## config.mk

```make
export PLATFORM = sky130hd
export DESIGN_NAME = game_stage_sequencer_flat
export DESIGN_NICKNAME = d
export VERILOG_FILES = /design/src/rtl/game_stage_sequencer_if.sv /design/src/rtl/game_stage_sequencer.sv /design/src/flat_wrapper.sv
export SDC_FILE = /design/constraint.sdc
export NUM_CORES = 1
export LEC_CHECK = 0
export CAP_MARGIN = 15
export CELL_PAD_IN_SITES_DETAIL_PLACEMENT = 1
export CELL_PAD_IN_SITES_GLOBAL_PLACEMENT = 2
export CORE_MARGIN = 8
export CORE_UTILIZATION = 30
export CTS_CLUSTER_SIZE = 14
export DETAILED_ROUTE_END_ITERATION = 10
export PLACE_DENSITY_LB_ADDON = 0.1
export SLEW_MARGIN = 20
export SYNTH_ARGS = -nofsm -noshare
export SYNTH_HDL_FRONTEND = slang
export SYNTH_SLANG_ARGS = --single-unit
```

## constraint.sdc

```tcl
create_clock -name clk -period 2.1 [get_ports clk]
set_input_delay 0.315 -clock clk [delete_from_list [all_inputs] [get_ports clk]]
set_output_delay 0.315 -clock clk [all_outputs]
set_load 0.03 [all_outputs]
```

## src/rtl/game_stage_sequencer_if.sv

```systemverilog
// Signal bundle between the game-flow sequencer and its surroundings: keypad, one-second tick and level controller.
// The master modport is the sequencer itself; the slave modport is the side that drives the keypad, tick and outcome inputs.
interface game_stage_sequencer_if;
    logic       startKey;
    logic       oneSecPulse;
    logic       stageEnded;
    logic       stageFailed;
    logic       lastLevelEnded;
    logic       levelEnable;
    logic       cycleLevel;
    logic [3:0] levelIndex;
    logic [2:0] screenSel;
    logic       gameOver;
    logic       gameWon;

    modport master (
        input  startKey, oneSecPulse, stageEnded, stageFailed, lastLevelEnded,
        output levelEnable, cycleLevel, levelIndex, screenSel, gameOver, gameWon
    );

    modport slave (
        output startKey, oneSecPulse, stageEnded, stageFailed, lastLevelEnded,
        input  levelEnable, cycleLevel, levelIndex, screenSel, gameOver, gameWon
    );
endinterface

```

## src/rtl/game_stage_sequencer.sv

```systemverilog
// Game-flow FSM: title -> intro -> play -> result/game over/win, driving the per-level controller.
// Optional macro STAGE_WATCHDOG_EN adds a play-time limit of WATCHDOG_SEC seconds that forces GAME_OVER.
//
// state        | meaning
// -------------+-----------------------------------------------------
// ST_TITLE     | waiting for start key, level index cleared on exit
// ST_INTRO     | level intro screen, held INTRO_HOLD_SEC seconds
// ST_PLAY      | level running, levelEnable high
// ST_RESULT    | stage cleared, held RESULT_HOLD_SEC seconds or key
// ST_GAME_OVER | stage failed, key returns to title
// ST_WIN       | last level cleared, key returns to title
module game_stage_sequencer #(
    parameter int NUM_LEVELS      = 4,
    parameter int INTRO_HOLD_SEC  = 2,
    parameter int RESULT_HOLD_SEC = 3,
    parameter int WATCHDOG_SEC    = 120
) (
    input  logic                  clk,
    input  logic                  resetN,
    game_stage_sequencer_if.master bus
);

    typedef enum logic [2:0] {
        ST_TITLE     = 3'd0,
        ST_INTRO     = 3'd1,
        ST_PLAY      = 3'd2,
        ST_RESULT    = 3'd3,
        ST_GAME_OVER = 3'd4,
        ST_WIN       = 3'd5
    } state_t;

    localparam int HOLD_MAX = (INTRO_HOLD_SEC > RESULT_HOLD_SEC) ? INTRO_HOLD_SEC : RESULT_HOLD_SEC;
    localparam int HOLD_W   = (HOLD_MAX > 1) ? $clog2(HOLD_MAX) : 1;

    localparam logic [HOLD_W-1:0] INTRO_LAST  = HOLD_W'(INTRO_HOLD_SEC - 1);
    localparam logic [HOLD_W-1:0] RESULT_LAST = HOLD_W'(RESULT_HOLD_SEC - 1);
    localparam logic [3:0]        LAST_INDEX  = 4'(NUM_LEVELS - 1);

    if (NUM_LEVELS < 1 || NUM_LEVELS > 15) begin : g_bad_levels
        $error("game_stage_sequencer: NUM_LEVELS must be 1..15");
    end
    if (INTRO_HOLD_SEC < 1 || RESULT_HOLD_SEC < 1 || WATCHDOG_SEC < 1) begin : g_bad_hold
        $error("game_stage_sequencer: hold and watchdog times must be at least 1 second");
    end

    state_t            state_q, state_d;
    logic [HOLD_W-1:0] hold_q, hold_d;
    logic [3:0]        index_q, index_d;
    logic              cycle_q, cycle_d;
    logic              level_en_q;
    logic [2:0]        screen_q;
    logic              game_over_q;
    logic              game_won_q;
    logic              key_meta_q, key_sync_q, key_prev_q;
    logic              key_edge;

`ifdef STAGE_WATCHDOG_EN
    localparam int WD_W = (WATCHDOG_SEC > 1) ? $clog2(WATCHDOG_SEC) : 1;
    localparam logic [WD_W-1:0] WD_LAST = WD_W'(WATCHDOG_SEC - 1);

    logic [WD_W-1:0] play_sec_q, play_sec_d;
`endif

    // startKey is asynchronous: two flops to resolve metastability, a third for the edge detect.
    always_ff @(posedge clk or negedge resetN) begin
        if (!resetN) begin
            key_meta_q <= 1'b0;
            key_sync_q <= 1'b0;
            key_prev_q <= 1'b0;
        end else begin
            key_meta_q <= bus.startKey;
            key_sync_q <= key_meta_q;
            key_prev_q <= key_sync_q;
        end
    end

    assign key_edge = key_sync_q & ~key_prev_q;

    always_comb begin
        state_d = state_q;
        hold_d  = hold_q;
        index_d = index_q;
        cycle_d = 1'b0;
`ifdef STAGE_WATCHDOG_EN
        play_sec_d = play_sec_q;
`endif
        case (state_q)
            ST_TITLE: begin
                if (key_edge) begin
                    index_d = '0;
                    hold_d  = '0;
                    state_d = ST_INTRO;
                end
            end
            ST_INTRO: begin
                if (bus.oneSecPulse) begin
                    if (hold_q == INTRO_LAST) begin
                        state_d = ST_PLAY;
`ifdef STAGE_WATCHDOG_EN
                        play_sec_d = '0;
`endif
                    end else begin
                        hold_d = hold_q + 1'b1;
                    end
                end
            end
            ST_PLAY: begin
                // The level controller's outcome always beats a coincident tick or watchdog expiry.
                if (bus.stageEnded) begin
                    if (bus.stageFailed) begin
                        state_d = ST_GAME_OVER;
                    end else if (bus.lastLevelEnded || index_q == LAST_INDEX) begin
                        state_d = ST_WIN;
                    end else begin
                        hold_d  = '0;
                        state_d = ST_RESULT;
                    end
                end
`ifdef STAGE_WATCHDOG_EN
                else if (bus.oneSecPulse) begin
                    if (play_sec_q == WD_LAST) begin
                        state_d = ST_GAME_OVER;
                    end else begin
                        play_sec_d = play_sec_q + 1'b1;
                    end
                end
`endif
            end
            ST_RESULT: begin
                if (key_edge || (bus.oneSecPulse && hold_q == RESULT_LAST)) begin
                    cycle_d = 1'b1;
                    hold_d  = '0;
                    state_d = ST_INTRO;
                    if (index_q != LAST_INDEX) begin
                        index_d = index_q + 4'd1;
                    end
                end else if (bus.oneSecPulse) begin
                    hold_d = hold_q + 1'b1;
                end
            end
            ST_GAME_OVER, ST_WIN: begin
                if (key_edge) begin
                    index_d = '0;
                    state_d = ST_TITLE;
                end
            end
            default: begin
                state_d = ST_TITLE;
            end
        endcase
    end

    // Outputs are decoded from the next state so they change on the same edge as the state.
    always_ff @(posedge clk or negedge resetN) begin
        if (!resetN) begin
            state_q     <= ST_TITLE;
            hold_q      <= '0;
            index_q     <= '0;
            cycle_q     <= 1'b0;
            level_en_q  <= 1'b0;
            screen_q    <= 3'd0;
            game_over_q <= 1'b0;
            game_won_q  <= 1'b0;
        end else begin
            state_q     <= state_d;
            hold_q      <= hold_d;
            index_q     <= index_d;
            cycle_q     <= cycle_d;
            level_en_q  <= (state_d == ST_PLAY);
            screen_q    <= state_d;
            game_over_q <= (state_d == ST_GAME_OVER);
            game_won_q  <= (state_d == ST_WIN);
        end
    end

`ifdef STAGE_WATCHDOG_EN
    always_ff @(posedge clk or negedge resetN) begin
        if (!resetN) begin
            play_sec_q <= '0;
        end else begin
            play_sec_q <= play_sec_d;
        end
    end
`endif

    assign bus.levelEnable = level_en_q;
    assign bus.cycleLevel  = cycle_q;
    assign bus.levelIndex  = index_q;
    assign bus.screenSel   = screen_q;
    assign bus.gameOver    = game_over_q;
    assign bus.gameWon     = game_won_q;

endmodule

```

## src/flat_wrapper.sv

```systemverilog
// flat-port wrapper written by rule: the top's interface ports become plain ports
module game_stage_sequencer_flat 
#(
    parameter int NUM_LEVELS      = 4,
    parameter int INTRO_HOLD_SEC  = 2,
    parameter int RESULT_HOLD_SEC = 3,
    parameter int WATCHDOG_SEC    = 120
)
  (clk, resetN, bus_startKey, bus_oneSecPulse, bus_stageEnded, bus_stageFailed, bus_lastLevelEnded, bus_levelEnable, bus_cycleLevel, bus_levelIndex, bus_screenSel, bus_gameOver, bus_gameWon);
  game_stage_sequencer_if bus_i ();
  input  logic clk;
  input  logic resetN;
  input wire logic [$bits(bus_i.startKey)-1:0] bus_startKey;
  input wire logic [$bits(bus_i.oneSecPulse)-1:0] bus_oneSecPulse;
  input wire logic [$bits(bus_i.stageEnded)-1:0] bus_stageEnded;
  input wire logic [$bits(bus_i.stageFailed)-1:0] bus_stageFailed;
  input wire logic [$bits(bus_i.lastLevelEnded)-1:0] bus_lastLevelEnded;
  output wire logic [$bits(bus_i.levelEnable)-1:0] bus_levelEnable;
  output wire logic [$bits(bus_i.cycleLevel)-1:0] bus_cycleLevel;
  output wire logic [$bits(bus_i.levelIndex)-1:0] bus_levelIndex;
  output wire logic [$bits(bus_i.screenSel)-1:0] bus_screenSel;
  output wire logic [$bits(bus_i.gameOver)-1:0] bus_gameOver;
  output wire logic [$bits(bus_i.gameWon)-1:0] bus_gameWon;
  assign bus_i.startKey = bus_startKey;
  assign bus_i.oneSecPulse = bus_oneSecPulse;
  assign bus_i.stageEnded = bus_stageEnded;
  assign bus_i.stageFailed = bus_stageFailed;
  assign bus_i.lastLevelEnded = bus_lastLevelEnded;
  assign bus_levelEnable = bus_i.levelEnable;
  assign bus_cycleLevel = bus_i.cycleLevel;
  assign bus_levelIndex = bus_i.levelIndex;
  assign bus_screenSel = bus_i.screenSel;
  assign bus_gameOver = bus_i.gameOver;
  assign bus_gameWon = bus_i.gameWon;
  game_stage_sequencer #(.NUM_LEVELS(NUM_LEVELS), .INTRO_HOLD_SEC(INTRO_HOLD_SEC), .RESULT_HOLD_SEC(RESULT_HOLD_SEC), .WATCHDOG_SEC(WATCHDOG_SEC)) u_core (.clk(clk), .resetN(resetN), .bus(bus_i));
endmodule
```

# Word-level counts from Yosys, hierarchy flattened
# Index checks and enable logic that the tools add are counted.
[word_totals] ff_bits=16 inputBits=7 out_inout_bits=11 wordCells=70
[op_classes] n_addsub=2 n_eq_ne=22 n_mux=24 n_bitwise=2 reduce_logical=10
[ops] operator="2-to-1 mux 3 bit" count=8
[ops] operator="2-to-1 mux 2 bit" count=8
[ops] operator="case mux 3 bit (5 select lines)" count=1
[ops] operator="== test 3 bit, second input constant" count=4
[ops] operator="2-to-1 mux 4 bit" count=3
[ops] operator="inequality test 2 bit, second input constant" count=5
[ops] operator="== test 3 x 2 -> 1 bit, second input constant" count=3
[ops] operator="inequality test 2 x 1 -> 1 bit, second input constant" count=4
[ops] operator="case mux 2 bit (4 select lines)" count=1
[ops] operator="case mux 4 bit (2 select lines)" count=1
[ops] operator="AND reduction 8 bit" count=1
[ops] operator="adder 4 x 1 -> 4 bit, second input constant" count=1
[ops] operator="== test 4 x 2 -> 1 bit, second input constant" count=1
[ops] operator="inequality test 4 x 2 -> 1 bit, second input constant" count=1
[ops] operator="AND reduction 4 bit" count=1
[ops] operator="nonzero test 4 bit" count=1
[ops] operator="== test 3 x 1 -> 1 bit, second input constant" count=1
[ops] operator="logical NOT 3 bit" count=1
[ops] operator="inequality test 3 x 2 -> 1 bit, second input constant" count=1
[ops] operator="OR reduction 3 bit" count=1
[ops] operator="adder 2 x 1 -> 2 bit, second input constant" count=1
[ops] operator="== test 2 x 1 -> 1 bit, second input constant" count=1
[ops] operator="== test 2 bit, second input constant" count=1
[ops] operator="logical OR 1 bit" count=2
[ops] operator="other kinds (6)" count=7

# Logic depth before layout (Yosys ltp)
# Gate-level depths: netlist of run 1.
[logic_depth] ltp_word=7 mapped_depth=6 ltp_nobuf=6

# Least setup slack after synthesis of run 1
# No wires, ideal clock.
[synth_path] path_kind="reg2reg" start="register u_core.index_q[0], in the netlist u_core.bus.levelIndex[0]" end="register u_core.game_won_q, in the netlist u_core.bus.gameWon" t_arrival_ns=1.612 setup_slack_ns=0.369 stages_incl_launch_ff=6 synth_period_minus_slack_ns=1.731 cell_sequence="dfrtp_1 -> ha_1 -> nor3b_2 -> o311ai_0 -> o22ai_1 -> and2_1"
[synth_between] elab_chain_len=7
[synth_rtl] element="from (decl)" line_no="game_stage_sequencer.sv:48" rtl="logic [3:0] index_q, index_d;"
[synth_rtl] element="from (signal assigned)" line_no="game_stage_sequencer.sv:167" rtl="index_q <= index_d;"
[synth_rtl] element="== test 4 x 2 -> 1 bit" line_no="game_stage_sequencer.sv:112" rtl="end else if (bus.lastLevelEnded || index_q == LAST_INDEX) begin"
[synth_rtl] element="logical OR 1 bit" line_no="game_stage_sequencer.sv:112"
[synth_rtl] element="2-to-1 mux 3 bit" line_no="game_stage_sequencer.sv:112"
[synth_rtl] element="2-to-1 mux 3 bit" line_no="game_stage_sequencer.sv:110" rtl="if (bus.stageFailed) begin"
[synth_rtl] element="2-to-1 mux 3 bit" line_no="game_stage_sequencer.sv:109" rtl="if (bus.stageEnded) begin"
[synth_rtl] element="case mux 3 bit (5 select lines)" line_no="game_stage_sequencer.sv:87" rtl="case (state_q)"
[synth_rtl] element="named net u_core.state_d[2]" line_no="game_stage_sequencer.sv:46" rtl="state_t state_q, state_d;"
[synth_rtl] element="== test 3 bit" line_no="game_stage_sequencer.sv:172" rtl="game_won_q <= (state_d == ST_WIN);"
[synth_rtl] element="to (signal assigned)" line_no="game_stage_sequencer.sv:172"
[synth_rtl] element="to (decl)" line_no="game_stage_sequencer.sv:53" rtl="logic game_won_q;"
# The timed path passes the listed nets, and every way through them passes these cells.
# A chain may end at the register's enable or synchronous reset.

==> key figures, run 1 <==
CTS
  • Cts repair resizes: 0
  • Clock latency on the worst-skew pair: 290 ps
  • Clock Path Buffers: 2
  • H-tree levels: 1
  • Setup repair bufs after CTS: 0
  • Clock Tree Root: clkbuf_4
  • Worst-path clk slew: 100 ps
  • CTS tree: built
  • CTS Sinks: 16
  • Cts hold-fix bufs: 0
  • CTS Buf Count: 3

Logic synthesis
  • Yosys reg bits: 16
  • Yosys top cell by area: dfrtp_1
  • Synthesized area per cell: 10.90 um^2
  • Top-count cell post-synth: dfrtp_1
  • Most used DFF post-synth: dfrtp_1
  • Yosys top cell area share: 50.31%
  • Adder-cell share of the synthesized area: 4.717%
  • Xor/xnor share of the synthesized area: 1.101%
  • Warnings from Yosys: 0
  • Cells after synthesis: 73
  • Synth Area in Compound Gates: 15.57%
  • Simple-gate area share of the yosys netlist: 22.01%
  • Yosys cell types: 31
  • EDFF count, synth: 0
  • Sequential area share after synthesis: 50.31%
  • Post-Synthesis Net Count: 83
  • Post-Syn Area: 795.8 um^2
  • Asr flop ratio synth: 100.0%
  • Most common library cells after synthesis: dfrtp_1 (16), nand2_1 (7), inv_1 (4), nand2b_1 (4), nor2b_1 (4)
  • Post-synthesis mux area share: 2.516%
  • Largest family of logic cells by synthesized area: simple AND/OR/NAND/NOR gates
  • Synth area leaders: dfrtp_1 (50%), ha_1 (4.7%), nand2_1 (3.3%)

Global routing
  • Total grt overflow: 0
  • First-pass GRT wire length: 3422 um
  • Total track usage: 9.763%
  • Vias in the first global route: 712
  • Largest net degree at the start of global routing: 17
  • Initial antenna violation count: 0

Setup path
  • Crit. End Element: output pin
  • CP max FO: 11
  • Cell breakdown of the critical path: clkdlybuf4s50_1
  • Critical path's top delay family: buffers and inverters
  • Crit path launch type: register
  • CP Launch Point: u_core.state_q[2]
  • Crit path arrival time: 1560 ps
  • Buffers & Inverters on Critical Path: 1
  • Reg-to-Reg Start: u_core.bus.levelIndex[1]
  • Crit path largest cell delay: 740 ps
  • Critical path data required time: 1780 ps
  • Slowest cell on the critical path: clkdlybuf4s50_1
  • Crit Path Class: register to output pin

Power
  • PwrDens: 1205 mW/mm^2
  • Leak: 0.0004484 uW
  • Max IR drop VDD: 0.0006599 V

Placement
  • HPWL Detailed: 1505 um
  • Post-DP Area: 0.001011 mm^2
  • Port bufs: 17
  • GP Congestion: 0.7645

Floorplanning
  • Row count: 18
  • Die height: 67.50 um
  • Initial Util: 31.83%
  • Core ar.: 0.002500 mm^2
  • Total die area: 0.004556 mm^2
  • Chip Width: 67.50 um
  • IO Count: 18

STA
  • Worst-margin pin slew: 386.9 ps
  • Final worst path period share: 89.12%
  • Final hold violation count: 0
  • Final worst path period need: 1871 ps
  • Fin. max-slew vios: 0
  • Final hold slack: 336.7 ps
  • Setup TNS: 0 ps
  • Normalized max-slew margin: 73.93%
  • FMAX: 534.3 MHz
  • Worst Skew: 8.451 ps
  • Final setup viols: 0
  • RSZ-0062 raised after global routing: no

Drt
  • Avg WL per Cell: 15.76 um
  • DRT Pass-1 Iters: 3
  • DR vias/cell: 5.256
  • DR iter-0 viols: 16
  • Post-Route WL: 1970 um
  • Antenna-violating nets left: 0
  • DR vias: 657
  • Post-route DRC: 0

Layout
  • Layout cells sized above 1: 11.58%
  • Area added between synthesis and finish: 31.60%
  • Fin area: 0.001047 mm^2
  • N_diodes: 0
  • Fin util: 41.89%
  • Nets: 106

Job
  • Number of max-cap violations: 0

Hold path
  • HP Class: primary input to asynchronous set/reset pin

Run status
  • Status: complete, no violations
-- worst paths after layout --
kind | to | slack [ps] | cells after the start
setup / recovery | bus_screenSel[2] | 230 | 1
hold / removal | u_core.bus.levelIndex[2] | 340 | 2
setup reg to reg | u_core.bus.gameWon | 340 | 6
hold reg to reg | u_core.key_sync_q | 350 | 0
max in group asynchronous | u_core.bus.gameOver | 1570 | 2
min in group clk | u_core.key_sync_q | 350 | 0
-- placed cells by master, fill, tap and decap left out, drive strengths merged, types with 3 or more instances in the layout --
master / instances
nand2: 7
ha: 3
clkdlybuf4s50: 17
nand2b: 4
clkbuf: 4
inv: 4
dfrtp: 16
nor2b: 4
nand3: 3
a211oi: 3
buf: 3
-- stage by stage --
stage | std cells | power, uW | setup WS, ps
after floorplan | 73 | 837.2 | 368.6
after global placement | 121 | 1059 | 266.9
after detailed placement | 121 | 1066 | 257.6
after CTS | 125 | 1280 | 210.1
after global routing | 125 | 1356 | 167.7
final | 125 | 1262 | 228.5
-- metal layers --
layer	vias to the layer above	share of wire, %	GRT usage [%]
li1	310	-	-
met1	334	47	12.43
met2	11	46	14.44
met3	2	5.8	4.305
met4	0	0.96	3.133
met5	-	0	0
-- kinds of logic after synthesis --
family,Yosys count
buf+inv,6
mux,2
xor+xnor,1
fa+ha+maj,3
simple gates,29
compound gates,16
flops,16
-- final cells by class --
class	instances	area (um^2)
timing repair buffer	20	192.7
sequential	16	400.4
inverter	4	15.01
tap	30	37.54
clock buffer	4	36.28
fill	282	1453
multi-input combinational	51	365.4
-- sequential cells by signal (all words and copies together) (netlist names) --
register / flops
u_core.state_q: 3
u_core.key_meta_q: 1
u_core.hold_q: 2
u_core.bus.gameWon: 1
u_core.key_sync_q: 1
u_core.bus.levelIndex: 4
u_core.bus.cycleLevel: 1
u_core.bus.gameOver: 1
u_core.bus.levelEnable: 1
u_core.key_prev_q: 1
-- power breakdown --
part | total (uW) | internal (uW) | leakage [uW] | switching, uW
clock | 206 | 105 | 0.0000210 | 101
sequential | 466 | 380 | 0.000211 | 86.1
combinational | 590 | 261 | 0.000216 | 329
total | 1260 | 746 | 0.000448 | 516
No activity file was read; power rests on OpenSTA's default activity.
==> run 2: changes to the inputs <==
==> constraint.sdc (replaced) <==
create_clock -name clk -period 1.9 [get_ports clk]
set_input_delay 0.285 -clock clk [delete_from_list [all_inputs] [get_ports clk]]
set_output_delay 0.285 -clock clk [all_outputs]
set_load 0.03 [all_outputs]
==> run 2 against run 1 <==
Clock skew decreased by 1.5 ps; total power increased by 10%; clock power increased by 9.7%; combinational power increased by 10%; setup slack got worse by 120 ps; final area increased by 0.24%; register-to-register slack got worse by 160 ps.
==> key figures, run 2 (synthesis results as in run 1) <==
Floorplanning
  • IO Count: 18
  • Total die area: 0.004556 mm^2
  • Core ar.: 0.002500 mm^2
  • Initial Util: 31.83%
  • Row count: 18
  • Chip Width: 67.50 um
  • Die height: 67.50 um

CTS
  • Clock Tree Root: clkbuf_4
  • Clock latency on the worst-skew pair: 290 ps
  • CTS Buf Count: 3
  • CTS Sinks: 16
  • Clock Path Buffers: 2
  • Worst-path clk slew: 100 ps
  • CTS tree: built
  • H-tree levels: 1
  • Cts hold-fix bufs: 0

Layout
  • Fin area: 0.001050 mm^2
  • Multi-input logic area: 365.4 um^2
  • Largest register FFs: 4
  • Fillers: 282
  • Nets: 106
  • Seq. cell area: 400.4 um^2
  • Area added between synthesis and finish: 31.92%
  • Most frequent cells in the layout: clkdlybuf4s50_1 (16), dfrtp_1 (16), nand2_1 (7)
  • Cell Count, Final, Fillers Out: 125
  • Layout cells sized above 1: 11.58%
  • N_diodes: 0

Placement
  • Worst slack at placement: 100.5 ps
  • Port bufs: 17
  • Post-DP Area: 0.001011 mm^2
  • GP Congestion: 0.7597
  • # placed instances: 121
  • HPWL Detailed: 1548 um

Global routing
  • Largest net degree at the start of global routing: 17
  • Total track usage: 9.732%
  • Initial antenna violation count: 0
  • Vias in the first global route: 680
  • Total grt overflow: 0
  • First-pass GRT wire length: 3291 um

Power
  • Power share of the sequential group: 37.0%
  • Pint: 822.4 uW
  • PwrDens: 1323 mW/mm^2
  • Sw Share: 40.77%
  • Max IR drop VDD: 0.0006846 V
  • Leak: 0.0004660 uW
  • Total Power: 1389 uW
  • Combinational Power Share: 46.8%
  • Clock power frac: 16.2%
  • Sw Pwr: 566.2 uW

STA
  • Final worst path period share: 94.37%
  • Final hold violation count: 0
  • RSZ-0062 raised after global routing: no
  • PnR worst setup slack: 107.0 ps
  • Normalized max-slew margin: 72.80%
  • Worst-margin pin slew: 403.7 ps
  • Setup TNS: 0 ps
  • Final worst path period need: 1793 ps
  • Worst Skew: 6.956 ps
  • FMAX: 557.7 MHz
  • Fin. max-slew vios: 0
  • Final setup viols: 0

Drt
  • Antenna-violating nets left: 0
  • DRT Pass-1 Iters: 4
  • DR vias/cell: 5.128
  • DR vias: 641
  • Post-Route WL: 1976 um
  • Avg WL per Cell: 15.81 um
  • Post-route DRC: 0
  • DR iter-0 viols: 14

Setup path
  • Critical path data required time: 1620 ps
  • Slowest cell on the critical path: clkdlybuf4s50_1
  • Critical path's top delay family: buffers and inverters
  • Cell breakdown of the critical path: clkdlybuf4s50_1
  • Crit Path Class: register to output pin
  • Crit path launch type: register
  • Crit path arrival time: 1510 ps
  • Buffers & Inverters on Critical Path: 1
  • Crit. End Element: output pin
  • Crit path largest cell delay: 730 ps
  • CP max FO: 9

Run status
  • Status: complete, no violations

Hold path
  • HP Class: primary input to asynchronous set/reset pin

Job
  • Number of max-cap violations: 0
run 2: area by class of cell:
cell class	count	area share (%)
timing repair buffer	20	18.59
tap	30	3.576
multi-input combinational	51	34.80
clock buffer	4	3.456
sequential	16	38.14
inverter	4	1.430
run 2: metrics by stage:
| step | hold WS [ps] | utilization [%] |
|---|---|---|
| global route | 310.8 | 41.99 |
| floorplan | -10.59 | - |
| global placement | 342.8 | 40.44 |
| CTS | 306.2 | 41.89 |
| finish | 301.7 | 41.99 |
| detailed placement | 336.5 | 40.44 |
run 2: path summary, 6_finish.rpt:
check / cells past startpoint / start / slack, ps / to
worst max-delay path: 1 / u_core.state_q[1] / 110 / bus_screenSel[1]
worst min-delay path: 2 / resetN / 300 / u_core.bus.levelIndex[2]
worst max register to register: 6 / u_core.bus.levelIndex[0] / 180 / u_core.bus.gameWon
worst min register to register: 0 / u_core.key_meta_q / 360 / u_core.key_sync_q
max in group asynchronous: 2 / resetN / 1410 / u_core.state_q[2]
min in group clk: 0 / u_core.key_meta_q / 360 / u_core.key_sync_q
run 2: layer usage:
| layer | share of wire [%] | vias to the layer above | GRT usage (%) |
|---|---|---|---|
| met4 | 0.96 | 0 | 3.133 |
| met3 | 7.4 | 2 | 5.132 |
| met5 | 0 | - | 0 |
| met1 | 45 | 316 | 12.34 |
| met2 | 47 | 13 | 13.85 |
| li1 | - | 310 | - |
run 2: power by group through the flow:
stage	clock network (uW)	registers (uW)	logic, uW
final	226	514	649
after global routing	250	531	710
after CTS	233	515	662
after detailed placement	0	522	658
after global placement	0	518	653
after floorplan	0	610	316
run 2: timing repair:
item | CTS | global route
resized for setup | 0 | 1
setup endpoints to repair | 0 | 1
buffers inserted | 0 | 0
==> run 3: changes to the inputs <==
--- a/config.mk
+++ b/config.mk
@@ -8,8 +8,9 @@
 export CAP_MARGIN = 15
 export CELL_PAD_IN_SITES_DETAIL_PLACEMENT = 1
 export CELL_PAD_IN_SITES_GLOBAL_PLACEMENT = 2
-export CORE_MARGIN = 8
-export CORE_UTILIZATION = 30
+export CORE_MARGIN = 2
+export CORE_UTILIZATION = 32
+export CTS_BUF_LIST = sky130_fd_sc_hd__clkbuf_8
 export CTS_CLUSTER_SIZE = 14
 export DETAILED_ROUTE_END_ITERATION = 10
 export PLACE_DENSITY_LB_ADDON = 0.1
==> run 3 against run 2 <==
First-iteration DRC count grew 7.1%; critical path type unchanged; final area grew 2.3%; cell count grew 0.80%; critical endpoint unchanged.
==> key figures, run 3 (synthesis results as in run 1) <==
Drt
  • Avg WL per Cell: 14.13 um
  • Post-Route WL: 1781 um
  • Antenna-violating nets left: 0
  • Post-route DRC: 0
  • DR vias/cell: 4.952
  • DRT Pass-1 Iters: 4
  • DR iter-0 viols: 15
  • DR vias: 624

Setup path
  • Worst reg2reg setup slack: 180 ps
  • Slowest cell on the critical path: clkdlybuf4s50_1
  • Crit path arrival time: 1460 ps
  • Reg2reg end: u_core.bus.gameWon
  • Cell breakdown of the critical path: clkdlybuf4s50_1
  • CP max FO: 9
  • Crit path launch type: register
  • Reg-to-Reg Start: u_core.bus.levelIndex[1]
  • Setup crit end: bus_screenSel[1]
  • CP Launch Point: u_core.state_q[1]
  • Critical path data required time: 1620 ps
  • Crit. End Element: output pin
  • Crit path largest cell delay: 720 ps
  • Buffers & Inverters on Critical Path: 1
  • Reg2reg path depth: 6
  • Crit Path Class: register to output pin
  • WP depth: 1
  • Critical path's top delay family: buffers and inverters

Placement
  • GP Congestion: 0.8238
  • HPWL Detailed: 1369 um
  • Port bufs: 17
  • Post-DP Area: 0.001018 mm^2
  • # placed instances: 122

Layout
  • Area added between synthesis and finish: 34.91%
  • Cell Count, Final, Fillers Out: 126
  • Fin area: 0.001074 mm^2
  • Most frequent cells in the layout: clkdlybuf4s50_1 (17), dfrtp_1 (16), nand2_1 (7)
  • Largest register FFs: 4
  • Layout cells sized above 1: 12.50%
  • Commonest non-fill, non-tap cell in the layout: clkdlybuf4s50_1
  • Nets: 107
  • N_diodes: 0

Global routing
  • Largest net degree at the start of global routing: 17
  • Vias in the first global route: 637
  • Total grt overflow: 0
  • Initial antenna violation count: 0
  • Total track usage: 14.91%
  • First-pass GRT wire length: 3001 um

STA
  • Normalized max-slew margin: 72.10%
  • Final hold slack: 354.0 ps
  • Final worst path period share: 91.58%
  • Worst Skew: 2.106 ps
  • FMAX: 574.7 MHz
  • Final hold violation count: 0
  • Final setup viols: 0
  • Final worst path period need: 1740 ps
  • RSZ-0062 raised after global routing: no
  • Fin. max-slew vios: 0
  • Setup TNS: 0 ps
  • Worst-margin pin slew: 413.2 ps

Power
  • Clock power frac: 20.4%
  • Power share of the sequential group: 34.4%
  • Leak: 0.0004616 uW
  • Combinational Power Share: 45.1%
  • Sw Pwr: 561.0 uW
  • Max IR drop VDD: 0.0007420 V
  • Pint: 900.3 uW
  • PwrDens: 1361 mW/mm^2
  • Sw Share: 38.39%

Floorplanning
  • Die height: 53.87 um
  • Row count: 18
  • IO Count: 18
  • Total die area: 0.002901 mm^2
  • Initial Util: 33.02%
  • Core ar.: 0.002410 mm^2
  • Chip Width: 53.87 um

CTS
  • Clock Tree Root: clkbuf_8
  • Worst-path clk slew: 60 ps
  • CTS tree: built
  • CTS Sinks: 16
  • Setup repair bufs after CTS: 0
  • H-tree levels: 1
  • Clock Path Buffers: 2
  • Cts repair resizes: 0
  • Cts hold-fix bufs: 0
  • CTS Buf Count: 3
  • Clock latency on the worst-skew pair: 240 ps

Job
  • Number of max-cap violations: 0

Run status
  • Status: complete, no violations

Hold path
  • HP Class: primary input to asynchronous set/reset pin
[run 3: changes by cell type in the layout (fill, tap and decap cells not counted), sizes merged]
cell / change
dlymetal6s2s: -1
buf: +1
clkdlybuf4s50: +1
[run 3: per-stage QoR]
step	util (%)	total power, uW	worst slack, ps
after floorplan	-	925.3	168.6
after global placement	42.26	1171	113.3
after detailed placement	42.26	1176	97.54
after CTS	44.55	1482	143.1
after global routing	44.55	1571	78.42
final	44.55	1461	160.0
[run 3: worst min-delay path by stage]
stage	to	slack (ps)	cells after the start
2_1_floorplan	u_core.bus.cycleLevel	-10	0
3_3_place_gp	u_core.key_sync_q	340	0
3_5_place_dp	u_core.key_sync_q	340	0
4_1_cts	u_core.key_sync_q	360	2
5_1_grt	u_core.key_sync_q	360	0
6_report	u_core.bus.levelIndex[0]	350	2
[run 3: cell type report]
| cell class | count | area, um^2 |
|---|---|---|
| Multi-Input combinational cell | 51 | 365.4 |
| Inverter | 4 | 15.01 |
| Tap cell | 30 | 37.54 |
| Sequential cell | 16 | 400.4 |
| Fill cell | 270 | 1336 |
| Clock buffer | 4 | 55.05 |
| Timing Repair Buffer | 21 | 200.2 |
[run 3: layer usage]
layer  share of wire, %  wire, um  up-vias  global-route usage, %
li1                   -         -      310                      -
met5                  0         0        -                      0
met4                1.1        19        0                  7.692
met1                 48       856      304                  19.79
met3                3.6        65        2                  3.611
met2                 47       839        8                  22.36
[run 3: power by group through the flow]
stage	Clock [uW]	Sequential [uW]	Combinational, uW
after global placement	0	513	658
after CTS	308	507	667
after global routing	329	519	723
after floorplan	0	610	316
final	298	503	660
after detailed placement	0	511	665
